===== src/rtl/bcd_pkg.sv =====
// Shared types and constants for the packed-BCD datapath (decimal counter and converter).
// No logic; parameter defaults size the converter for an 8-digit count.
package bcd_pkg;

  typedef enum logic [1:0] {IDLE, CONV, DONE} conv_state_e;

  localparam int BCD_DIGIT_W = 4;
  localparam logic [BCD_DIGIT_W-1:0] BCD_MAX_DIGIT = 4'd9;
  localparam logic [BCD_DIGIT_W-1:0] DD_ADJ_THRESH = 4'd8;
  localparam logic [BCD_DIGIT_W-1:0] DD_ADJ_VAL    = 4'd3;

  localparam int DEF_DIGITS = 8;
  localparam int DEF_BIN_W  = 27;

endpackage


===== src/rtl/bcd_digit_adjust.sv =====
// One reverse double-dabble digit correction: subtract 3 when the digit is >= 8.
// Combinational, zero latency, no flow control.
module bcd_digit_adjust
  import bcd_pkg::*;
(
  input  logic [BCD_DIGIT_W-1:0] digit_i,
  output logic [BCD_DIGIT_W-1:0] digit_o
);

  assign digit_o = (digit_i >= DD_ADJ_THRESH) ? (digit_i - DD_ADJ_VAL) : digit_i;

endmodule


===== src/rtl/bcd_to_bin_converter.sv =====
// Packed-BCD to binary converter using reverse double-dabble, one shift per cycle.
// Accept-to-done BIN_W+1 cycles (1 on a bad digit); no backpressure, start ignored unless ready.
module bcd_to_bin_converter
  import bcd_pkg::*;
#(
  parameter int DIGITS = DEF_DIGITS,
  parameter int BIN_W  = DEF_BIN_W
) (
  input  logic                          clk,
  input  logic                          reset_n,
  input  logic                          start,
  input  logic [BCD_DIGIT_W*DIGITS-1:0] bcd_in,
  output logic                          ready,
  output logic                          done,
  output logic [BIN_W-1:0]              bin_out,
  output logic                          err
);

  localparam int BCD_W = BCD_DIGIT_W * DIGITS;
  localparam int CNT_W = $clog2(BIN_W + 1);
  localparam logic [CNT_W-1:0] LAST_ITER = CNT_W'(BIN_W - 1);

  conv_state_e       state_q, state_d;
  logic [BCD_W-1:0]  bcd_q, bcd_d;
  logic [BIN_W-1:0]  bin_q, bin_d;
  logic [CNT_W-1:0]  cnt_q, cnt_d;
  logic [BIN_W-1:0]  bin_out_q, bin_out_d;
  logic              err_q, err_d;

  logic [BCD_W+BIN_W-1:0] shifted;
  logic [BCD_W-1:0]       bcd_shift, bcd_adj;
  logic [BIN_W-1:0]       bin_shift;
  logic                   operand_bad;

  // BCD LSB falls into the binary MSB; digits are then corrected independently.
  assign shifted   = {bcd_q, bin_q} >> 1;
  assign bcd_shift = shifted[BCD_W+BIN_W-1:BIN_W];
  assign bin_shift = shifted[BIN_W-1:0];

  for (genvar g = 0; g < DIGITS; g++) begin : g_adj
    bcd_digit_adjust u_adj (
      .digit_i (bcd_shift[g*BCD_DIGIT_W +: BCD_DIGIT_W]),
      .digit_o (bcd_adj[g*BCD_DIGIT_W +: BCD_DIGIT_W])
    );
  end

  always_comb begin
    operand_bad = 1'b0;
    for (int i = 0; i < DIGITS; i++) begin
      if (bcd_in[i*BCD_DIGIT_W +: BCD_DIGIT_W] > BCD_MAX_DIGIT) operand_bad = 1'b1;
    end
  end

  always_comb begin
    state_d   = state_q;
    bcd_d     = bcd_q;
    bin_d     = bin_q;
    cnt_d     = cnt_q;
    bin_out_d = bin_out_q;
    err_d     = err_q;
    case (state_q)
      IDLE: begin
        if (start) begin
          bcd_d = bcd_in;
          bin_d = '0;
          cnt_d = '0;
          if (operand_bad) begin
            state_d   = DONE;
            err_d     = 1'b1;
            bin_out_d = '0;
          end else begin
            state_d = CONV;
          end
        end
      end
      CONV: begin
        bcd_d = bcd_adj;
        bin_d = bin_shift;
        cnt_d = cnt_q + CNT_W'(1);
        if (cnt_q == LAST_ITER) begin
          bin_out_d = bin_shift;
          err_d     = 1'b0;
          state_d   = DONE;
        end
      end
      DONE:    state_d = IDLE;
      default: state_d = IDLE;
    endcase
  end

  always_ff @(posedge clk or negedge reset_n) begin
    if (!reset_n) begin
      state_q   <= IDLE;
      bcd_q     <= '0;
      bin_q     <= '0;
      cnt_q     <= '0;
      bin_out_q <= '0;
      err_q     <= 1'b0;
    end else begin
      state_q   <= state_d;
      bcd_q     <= bcd_d;
      bin_q     <= bin_d;
      cnt_q     <= cnt_d;
      bin_out_q <= bin_out_d;
      err_q     <= err_d;
    end
  end

  assign ready   = (state_q == IDLE);
  assign done    = (state_q == DONE);
  assign bin_out = bin_out_q;
  assign err     = err_q;

endmodule

===== config.mk =====
export PLATFORM = sky130hd
export DESIGN_NAME = bcd_to_bin_converter
export DESIGN_NICKNAME = d
export VERILOG_FILES = /design/src/rtl/bcd_pkg.sv /design/src/rtl/bcd_digit_adjust.sv /design/src/rtl/bcd_to_bin_converter.sv
export SDC_FILE = /design/constraint.sdc
export NUM_CORES = 1
export LEC_CHECK = 0
export BUFFER_PORTS_ARGS = -buffer_cell sky130_fd_sc_hd__buf_2
export CORE_ASPECT_RATIO = 0.7
export CORE_MARGIN = 5
export CORE_UTILIZATION = 57
export DETAILED_ROUTE_END_ITERATION = 7
export PLACE_DENSITY = 0.86
export SYNTH_ARGS = -nofsm -noshare
export SYNTH_HDL_FRONTEND = slang
export SYNTH_SLANG_ARGS = --single-unit

===== constraint.sdc =====
create_clock -name clk -period 1.8 [get_ports clk]
set_input_delay 0.09 -clock clk [delete_from_list [all_inputs] [get_ports clk]]
set_output_delay 0.09 -clock clk [all_outputs]
set_load 0.01 [all_outputs]

==> run_results.csv <==
group,metric,value,unit
die,die_x,116,µm
logic_synthesis,synthFlopType,"dfrtp_1",
global_routing,antenna_found_initial,0,
logic_synthesis,synth_top_area_share,52.0,%
worst_setup_path,critPathSlowestCell,"dfrtp_1",
die,initial_utilization,57.6,%
worst_setup_path,cp.required,1.71,ns
worst_setup_path,crit_start,"state_q[0]",
layout,fin_nets,560,
die,die_h,84.2,µm
worst_setup_path,path_class,"reg -> out",
clock_tree,clk_pin_slew,0.07,ns
timing,max_freq,582,MHz
logic_synthesis,synth-edff-count,0,
timing,worst_slew_pin_slew,0.379,ns
timing,rsz0062_at_grt,"yes",
clock_tree,cts_max_level,3,
layout,area_delta_synth_final,18.1,%
worst_setup_path,r2r_start,"cnt_q[0]",
placement,dpl.cell_count,594,
clock_tree,cts_tree,"done",
routing,routed_wirelength,11.6,mm
placement,place_ws,0.0415,ns
die,fp-row-count,27,
flow_run,drv_cap,0,
placement,post-dp-hpwl,7.10,mm
routing,wl_per_cell,18.9,µm
clock_tree,cts_made_buffers,9,
global_routing,grt_overflow,0,
logic_synthesis,synth_largest_area_cell,"dfrtp_1",
worst_setup_path,cpMostUsedCell,"buf_4",
placement,io_buffers,64,
worst_setup_path,cp_slowest_stage_delay,0.40,ns
worst_setup_path,critPathArrivalTime,1.63,ns
global_routing,grt_max_degree,62,
logic_synthesis,syn-cell-area,0.00448,mm²
worst_setup_path,crit_chain,"buf_4 -> nor2_2 -> buf_4 -> buf_2",
pwr,p_leak,2.46,nW
layout,fin_cells,615,
timing,finClkSkew,0.00802,ns
logic_synthesis,synth_cell_type_count,29,
timing,finalWorstSetupSlack,0.0808,ns
logic_synthesis,yosysMostFrequentCell,"dfrtp_1",
logic_synthesis,syn-num-nets,497,
clock_tree,clkSinkCount,93,
logic_synthesis,ys_warn_count,0,
routing,ant_nets,0,
routing,first_iter_violations,352,
layout,drive_gt1_share,20.8,%
pwr,peakVddDrop,0.000599,V
placement,gp_congestion,0.845,
global_routing,grt_pass1_wl,19.1,mm
run_status,status,"finished clean",
routing,drc,0,
global_routing,first_global_vias,3795,
global_routing,grt_use_total,24.6,%
clock_tree,clk_latency,0.35,ns
routing,dr.pass1.iters,5,
logic_synthesis,syn_inst,446,
timing,final-setup-viol-count,0,
timing,finalCriticalPeriod,1.72,ns
global_routing,grt_use_met1,32.8,%
worst_setup_path,end_kind,"output port",
pwr,power_density,992,mW/mm²
global_routing,grtUsageMet3,6.05,%
clock_tree,clock-root-buffer,"clkbuf_16",
routing,routed_via_density,6.20,
timing,maxSlewHeadroom,74.7,%
hold_path,min-delay-start,"bcd_in[24]",
die,core,0.00777,mm²
global_routing,met2_usage,39.7,%
worst_setup_path,crit_fanout,30,
logic_synthesis,synth-async-reset-ratio,100,%
timing,slew_violations,0,
hold_path,min_path_type,"in -> reg",
routing,routed-via-count,3810,
global_routing,top_usage_layer,"met2",
pwr,total_power,5.25,mW
die,io_pins,65,
logic_synthesis,synth_seq_cells,93,
layout,diodes,0,
clock_tree,clockBufferDepth,2,
logic_synthesis,synth.top_cells.by_area,"dfrtp_1 52%, a22oi_1 5.4%, a22o_1 5.1%",
logic_synthesis,synth.avg_cell_area,10.0,µm²
logic_synthesis,synth_common_cells,"93 x dfrtp_1, 50 x nand2_1, 42 x o21ai_0",
logic_synthesis,seq_area_frac_synth,52.0,%
timing,min_period_over_period,95.5,%
timing,hold_viol_final,0,
worst_setup_path,cp-start-kind,"flop",
die,die_area,0.00976,mm²
-- cells in the final DEF, fill, tap and decap left out, types with 2 or more instances in the layout --
cell type and instances:
a21oi_1 30, a22o_1 26, a22oi_1 29, a22oi_2 3, a31oi_1 6, and4_1 2
buf_12 3, buf_2 63, buf_4 14, clkbuf_16 9, dfrtp_1 93, ha_1 16
inv_1 15, inv_6 3, inv_8 2, mux2i_1 7, nand2_1 49, nand2b_1 9
nand3_1 2, nand4_1 2, nor2_1 17, nor2_4 2, nor2b_1 6, o21ai_0 41
o21ai_1 22, o22a_1 5, o22ai_1 12, xnor2_1 14
-- cell type report --
cell class | count | area, µm²
Fill cell | 547 | 2480
Sequential cell | 93 | 2330
Multi-Input combinational cell | 308 | 1990
Timing Repair Buffer | 82 | 502
Clock buffer | 9 | 225
Tap cell | 101 | 126
Clock inverter | 7 | 65.1
Inverter | 15 | 56.3
-- per-stage QoR --
| step | area (µm²) | hold WS (ns) | util [%] | setup TNS (ns) |
|---|---|---|---|---|
| 5_1_grt | 5290 | 0.0438 | 68.1 | -0.155 |
| 2_1_floorplan | 4480 | -0.206 | - | 0 |
| 3_5_place_dp | 4910 | -0.0247 | 63.3 | 0 |
| 6_report | 5290 | 0.0190 | 68.1 | 0 |
| 3_3_place_gp | 4910 | -0.0344 | 63.3 | 0 |
| 4_1_cts | 5220 | 0.0239 | 67.1 | 0 |
-- power by group --
group,total [mW],internal [mW],switching [mW]
combinational,0.874,0.387,0.487
sequential,2.48,2.25,0.228
clock,1.89,0.974,0.917
-- logic make-up (layout without fill, tap and decap cells) --
| group | after synthesis | count (layout) | synth area share [%] |
|---|---|---|---|
| AO/OA/AOI/OAI | 177 | 177 | 25.0 |
| XOR/XNOR | 14 | 14 | 2.74 |
| adder cells (fa/ha/maj) | 16 | 16 | 4.47 |
| buffers and inverters | 46 | 113 | 4.75 |
| flip-flops | 93 | 93 | 52.0 |
| multiplexers | 7 | 7 | 1.56 |
| AND/OR/NAND/NOR | 93 | 94 | 9.55 |
-- repair_timing --
| item | in CTS | in global routing |
|---|---|---|
| setup buffers | 0 | 3 |
| hold buffers | 1 | 0 |
| setup endpoints to repair | 0 | 28 |
| gates resized for setup | 0 | 8 |
| hold endpoints to repair | 93 | 0 |
-- worst paths after layout --
kind                       cells after the start  slack (ns)           to
max                                            4        0.08        ready
min                                            3        0.02    bcd_q[24]
max reg2reg                                    7        0.08  bin_out[17]
min reg2reg                                    1        0.52     bin_q[1]
max in group asynchronous                      3        1.07    bcd_q[19]
min in group asynchronous                      2        0.15     bcd_q[9]
-- sequential cells by signal (all words and copies together), names as in the netlist --
name / cells
state_q: 2
err: 1
cnt_q: 5
bcd_q: 32
bin_out: 27
bin_q: 26
-- routing by layer --
metal  share of wire (%)  routed length (µm)
met4                 2.6                 299
met3                 7.2                 831
met2                  49                5730
met1                  41                4750
met5                   0                   0
-- critical path, delay by kind of cell (launching register included) --
kind | cells | cell delay (ns)
flip-flops | 1 | 0.40
buffers and inverters | 3 | 0.73
AND/OR/NAND/NOR | 1 | 0.14
Power figures use the tool's default switching activity.
